===== config.mk =====
export PLATFORM = sky130hd
export DESIGN_NAME = async_fifo_rd_stream
export DESIGN_NICKNAME = d
export VERILOG_FILES = /design/src/rtl/async_fifo_rd_stream.sv
export SDC_FILE = /design/constraint.sdc
export NUM_CORES = 1
export LEC_CHECK = 0
export BUFFER_PORTS_ARGS = -buffer_cell sky130_fd_sc_hd__buf_2
export CAP_MARGIN = 20
export CORE_AREA = 8 8 54 78
export DETAILED_ROUTE_END_ITERATION = 6
export DIE_AREA = 0 0 62 86
export PLACE_DENSITY = 0.74
export SYNTH_ARGS = -nofsm -noshare
export SYNTH_HDL_FRONTEND = slang
export SYNTH_SLANG_ARGS = --single-unit

===== constraint.sdc =====
create_clock -name rclk -period 1.95 [get_ports rclk]
set_input_delay 0.0975 -clock rclk [delete_from_list [all_inputs] [get_ports rclk]]
set_output_delay 0.0975 -clock rclk [all_outputs]
set_load 0.02 [all_outputs]

===== src/rtl/async_fifo_rd_stream.sv =====
// async_fifo_rd_stream
// Read-domain adapter between the async FIFO read port and a registered
// valid/ready stream. A 2-entry skid buffer (head + tail register) lets the
// FIFO pop decision depend only on local state, so m_ready has no
// combinational path to rinc. Also provides a synchronous flush and a
// wrapping count of completed downstream handshakes.
module async_fifo_rd_stream #(
    parameter int DSIZE = 8,
    parameter int CNT_W = 16
) (
    input  logic             rclk,
    input  logic             rrst_n,
    input  logic             rempty,
    input  logic [DSIZE-1:0] rdata,
    output logic             rinc,
    output logic             m_valid,
    input  logic             m_ready,
    output logic [DSIZE-1:0] m_data,
    input  logic             flush,
    output logic [1:0]       buf_count,
    output logic [CNT_W-1:0] words_out
);

    // Buffer occupancy; the encoding is exactly the buffered-entry count.
    typedef enum logic [1:0] {
        ST_EMPTY = 2'd0,
        ST_ONE   = 2'd1,
        ST_FULL  = 2'd2
    } state_t;

    state_t           r_state;
    state_t           w_state_nxt;
    logic [DSIZE-1:0] r_head;
    logic [DSIZE-1:0] r_tail;
    logic [DSIZE-1:0] w_head_nxt;
    logic [DSIZE-1:0] w_tail_nxt;
    logic [CNT_W-1:0] r_words;
    logic             w_push;
    logic             w_pop;

    // Pop the FIFO only when a word is there, no flush is pending and a slot
    // is guaranteed free regardless of what downstream does this cycle.
    assign w_push    = rrst_n & ~rempty & ~flush & (r_state != ST_FULL);
    assign w_pop     = (r_state != ST_EMPTY) & m_ready;

    assign rinc      = w_push;
    assign m_valid   = (r_state != ST_EMPTY);
    assign m_data    = r_head;
    assign buf_count = r_state;
    assign words_out = r_words;

    // Next occupancy and entry contents from the push/pop combination.
    always_comb begin
        // NOTE: every output of this block gets a default first, so no path
        // leaves a signal unassigned and no latch is inferred.
        w_state_nxt = r_state;
        w_head_nxt  = r_head;
        w_tail_nxt  = r_tail;
        case (r_state)
            ST_EMPTY: begin
                if (w_push) begin
                    w_head_nxt  = rdata;
                    w_state_nxt = ST_ONE;
                end
            end
            ST_ONE: begin
                if (w_push && w_pop) begin
                    w_head_nxt = rdata;
                end else if (w_push) begin
                    w_tail_nxt  = rdata;
                    w_state_nxt = ST_FULL;
                end else if (w_pop) begin
                    w_state_nxt = ST_EMPTY;
                end
            end
            ST_FULL: begin
                // rinc is held low here, so only a pop can move the state.
                if (w_pop) begin
                    w_head_nxt  = r_tail;
                    w_state_nxt = ST_ONE;
                end
            end
            default: begin
                w_state_nxt = ST_EMPTY;
            end
        endcase
        // Flush drops every buffered entry; m_data keeps its last value.
        if (flush) begin
            w_state_nxt = ST_EMPTY;
            w_head_nxt  = r_head;
        end
    end

    // Occupancy, head word and handshake counter; synchronous reset.
    always_ff @(posedge rclk) begin
        // NOTE: sequential state uses non-blocking assignments so every
        // register samples pre-edge values, independent of statement order.
        if (!rrst_n) begin
            r_state <= ST_EMPTY;
            r_head  <= '0;
            r_words <= '0;
        end else begin
            r_state <= w_state_nxt;
            r_head  <= w_head_nxt;
            if (w_pop) begin
                r_words <= r_words + CNT_W'(1);
            end
        end
    end

    // Tail entry storage.
    always_ff @(posedge rclk) begin
        // NOTE: the tail is pure data qualified by r_state, so it needs no
        // reset; only control state and the visible m_data are cleared.
        r_tail <= w_tail_nxt;
    end

endmodule


==> results list <==
- Number of failing hold endpoints at the final stage: 0
* Critical R2R Launch: buf_count[0]
- RSZ-0062 raised after global routing: no
- Wires add up to 3550 um.
- Cell taking the most area after synthesis: sky130_fd_sc_hd__dfxtp_1
* Post-Synthesis Cells: 151
* Share of final-layout standard cells stronger than drive strength 1: 29.4%
- The repair_antennas step left the layout with diodes totalling 0.
* Port Buf Inserts: 40
- Number of hold buffers added after CTS: 7
* Final setup violation count: 0
- For this run, the number of Yosys warnings is 0.
- Post-place setup slack: 241 ps
- Sum of buffers and inverters on the critical path: 0
- Number of global-route vias before repair: 1,292
- Die boundary height: 86 um
- The clock tree synthesis step divided the H-tree into 2 levels.
- Post-synthesis sequential area ratio: 50.0%
* # resized after CTS: 0
- After detailed routing, the number of remaining DRC violations is 0.
* Worst-case reg-to-reg path depth: 4
* WP data required: 2150 ps
- Ranked by total cell area, the synthesized netlist is headed by sky130_fd_sc_hd__dfxtp_1 34%, sky130_fd_sc_hd__edfxtp_1 16%, sky130_fd_sc_hd__mux2i_1 6.6%.
- Worst flop-to-flop path endpoint: m_data[6]
- The startpoint identified for the worst hold timing path is rdata[4].
- Clock transition at the registers of the reported paths: 70 ps
- Gate family responsible for the most delay along the worst path: compound AO/OA/AOI/OAI gates
- Critical path peak fanout: 16
- Worst Max-Slew Pin Slew: 520 ps
* Net count after synthesis: 165
- Counting instances, the worst hold path has a depth of 1.
- In this run the worst hold path is classified as in -> reg.
- Largest net degree at the start of global routing: 17
- The flow ran to the end, and the final reports show no timing, DRC or antenna violations.
- The floorplan has 25 rows.
- After detailed routing, the average wire length per cell comes to 14.5 um.
- Headroom to the max-slew limit came out at 65.3%.
- Footprint of the multi-input gates: 714 sq um
- Count of max-cap constraint violations: 0
- After clock tree synthesis, the setup repair step added 0 buffers.
* Total negative setup slack: 0 ps
* Clock Tree Buf Depth: 2
- Initial DRT Pass Iterations: 4
- Combined flip-flop and latch cell area: 761 sq um
- Summing over every cut layer, the via total after detailed routing is 1,299.
- Pleak: 0.786 nW
* Met2 usage: 23.5%
- GR met3 Demand/Resource: 5.69%
- Area grow syn2layout: 28.5%
- Global routing used 14.3% of the available tracks.
- In this run the power density over the cells is 765 nW/um^2.
- For this run, the slowest stage of the critical path takes 540 ps.
* Avg Vias per Cell: 5.32
* Worst ir drop on vdd: 703 uV
- In the final design database the tool counted 218 nets.
* Number of CTS-inserted buffers: 5
- Setup slack on the critical path of the routed design comes to 235 ps.
- STA classifies the critical path endpoint as a register.
- Synthesized flop and latch total: 34
* Register-to-register path setup slack: 230 ps
- Final-layout worst hold slack: 12.4 ps
- Syn Area/Cell: 10.1 sq um
- The floorplan step defined a core boundary enclosing 3100 sq um.
- In this run the cell area of the synthesized design comes to 1520 sq um.
* Post-route fraction of the period consumed by the critical path: 88.0%
* 1st-iter DRT viols: 39
* Worst path arrival time: 1920 ps
- The root buffer cell chosen for the clock tree is sky130_fd_sc_hd__clkbuf_8.
* Half-perimeter wire length of the detailed placement result: 2650 um
- The largest individual stage delay along the critical path comes from the cell sky130_fd_sc_hd__or4b_4.
- Starting density of the core: 49.1%
- For the worst-skew pair, the clock arrives at the later sink with an insertion delay of 280 ps.
* Worst hold endpoint: r_tail[4]
- At the end of routability-driven placement, the weighted congestion stood at 0.816.
- The number of antenna violations at the first check in global routing came to 0.
- The worst setup path is launched from a register.
- Chip Width: 62 um
- The first global-routing pass estimated 5680 um of wire.
* Layer with the highest usage after global routing: met2
- For the final database, setup skew stands at 4.33 ps.
* Proportion of netlist area held by the largest area contributor: 34.2%
- Traced cell by cell, the critical path runs through or4b_4 > a31oi_4 > nor2_1 > a211oi_1.
* Clock tree from TritonCTS: yes
- Top-Level Pins: 41
- The final max-slew violation count was 0.
* Die area: 5330 sq um
* Fill count: 254
- The worst path in the final design needs a cycle of 1720 ps, including I/O delays and setup.
- Number of distinct standard cells referenced by the synthesized netlist: 38
- Cells fill 63.1% of the core in the end.
* Highest clock frequency the design can meet: 583 MHz
* Remaining global-route overflow: 0
- Once detail routing completed, the nets flagged for antenna violations numbered 0.
* Crit path kind: reg -> reg
* Met1 usage: 14.6%
* Clock tree sinks: 34
==> cell type report <==
class | instances | area share (%)
Clock buffer | 5 | 3.52
Multi-Input combinational cell | 107 | 36.6
Tap cell | 40 | 2.56
Timing Repair Buffer | 53 | 16.1
Clock inverter | 2 | 1.73
Sequential cell | 34 | 38.9
Inverter | 3 | 0.576
==> cells in the mapped netlist (all sizes together) <==
master / n
o2111a: 1
nor3: 7
nand2: 11
or2b: 2
clkbuf: 4
dfxtp: 26
nor2: 23
ha: 1
inv: 3
o22a: 1
or2: 1
a21oi: 4
a31o: 1
nand3: 4
a31oi: 1
xnor2: 7
nand4: 5
xor2: 4
o2111ai: 1
a211oi: 8
nand2b: 1
nand4bb: 1
or4b: 1
and4: 1
edfxtp: 8
o21a: 1
mux2i: 10
o21bai: 1
nand3b: 1
nor2b: 1
nor4: 5
o21ai: 1
mux2: 1
buf: 3
==> cell usage in the layout (no fill, tap or decap), drive strengths merged, types with 7 or more instances in the layout <==
| cell | synthesis | layout |
|---|---|---|
| a211oi | 8 | 8 |
| nand2 | 11 | 11 |
| buf | 3 | 46 |
| dlygate4sd3 | 0 | 7 |
| mux2i | 10 | 10 |
| nor2 | 23 | 23 |
| dfxtp | 26 | 26 |
| xnor2 | 7 | 7 |
| nor3 | 7 | 7 |
| edfxtp | 8 | 8 |
==> how the worst max path moves through the flow <==
stage	slack, ps	end	startpoint	depth (start not counted)
2_1_floorplan	150	r_tail[0]	buf_count[0]	3
3_3_place_gp	330	m_data[2]	buf_count[0]	4
3_5_place_dp	240	m_data[6]	buf_count[0]	4
4_1_cts	230	m_data[6]	buf_count[0]	4
5_1_grt	100	m_data[6]	buf_count[0]	4
6_report	230	m_data[6]	buf_count[0]	4
==> worst register-to-register path, stage by stage, from the launching register on <==
cell and delay (ps):
sky130_fd_sc_hd__dfxtp_1 310, sky130_fd_sc_hd__or4b_4 540, sky130_fd_sc_hd__a31oi_4 490, sky130_fd_sc_hd__nor2_1 80, sky130_fd_sc_hd__a211oi_1 210
==> power by group <==
group          internal [mW]  switching, mW
Clock                  0.369          0.244
Combinational         0.0597         0.0800
Sequential             0.735        0.00811
Total                   1.16          0.332
==> sequential cells by signal (all words and copies together), names as in the netlist <==
name	count
r_tail	8
m_data	8
words_out	16
buf_count	2
==> through the flow <==
step                instances  cell area, sq um  total power, mW
floorplan                 151              1520            0.842
global placement          230              1780            0.883
detailed placement        230              1780            0.889
CTS                       244              1950             1.52
global route              244              1950             1.55
finish                    244              1950             1.50
==> kinds of logic (layout without fill, tap and decap cells) <==
logic type	count (synthesis)	in the layout	share of synthesized area, %
AO/OA/AOI/OAI	20	20	11.1
XOR/XNOR	11	11	6.33
adder cells (fa/ha/maj)	1	1	0.822
buffers and inverters	10	63	3.04
flip-flops	34	34	50.0
multiplexers	11	11	7.32
AND/OR/NAND/NOR	64	64	21.4
==> metal layers <==
metal	vias to the layer above	routed length [um]
li1	646	-
met1	606	1410
met2	38	1790
met3	9	254
met4	0	89
met5	-	0
Power figures use the tool's default switching activity.
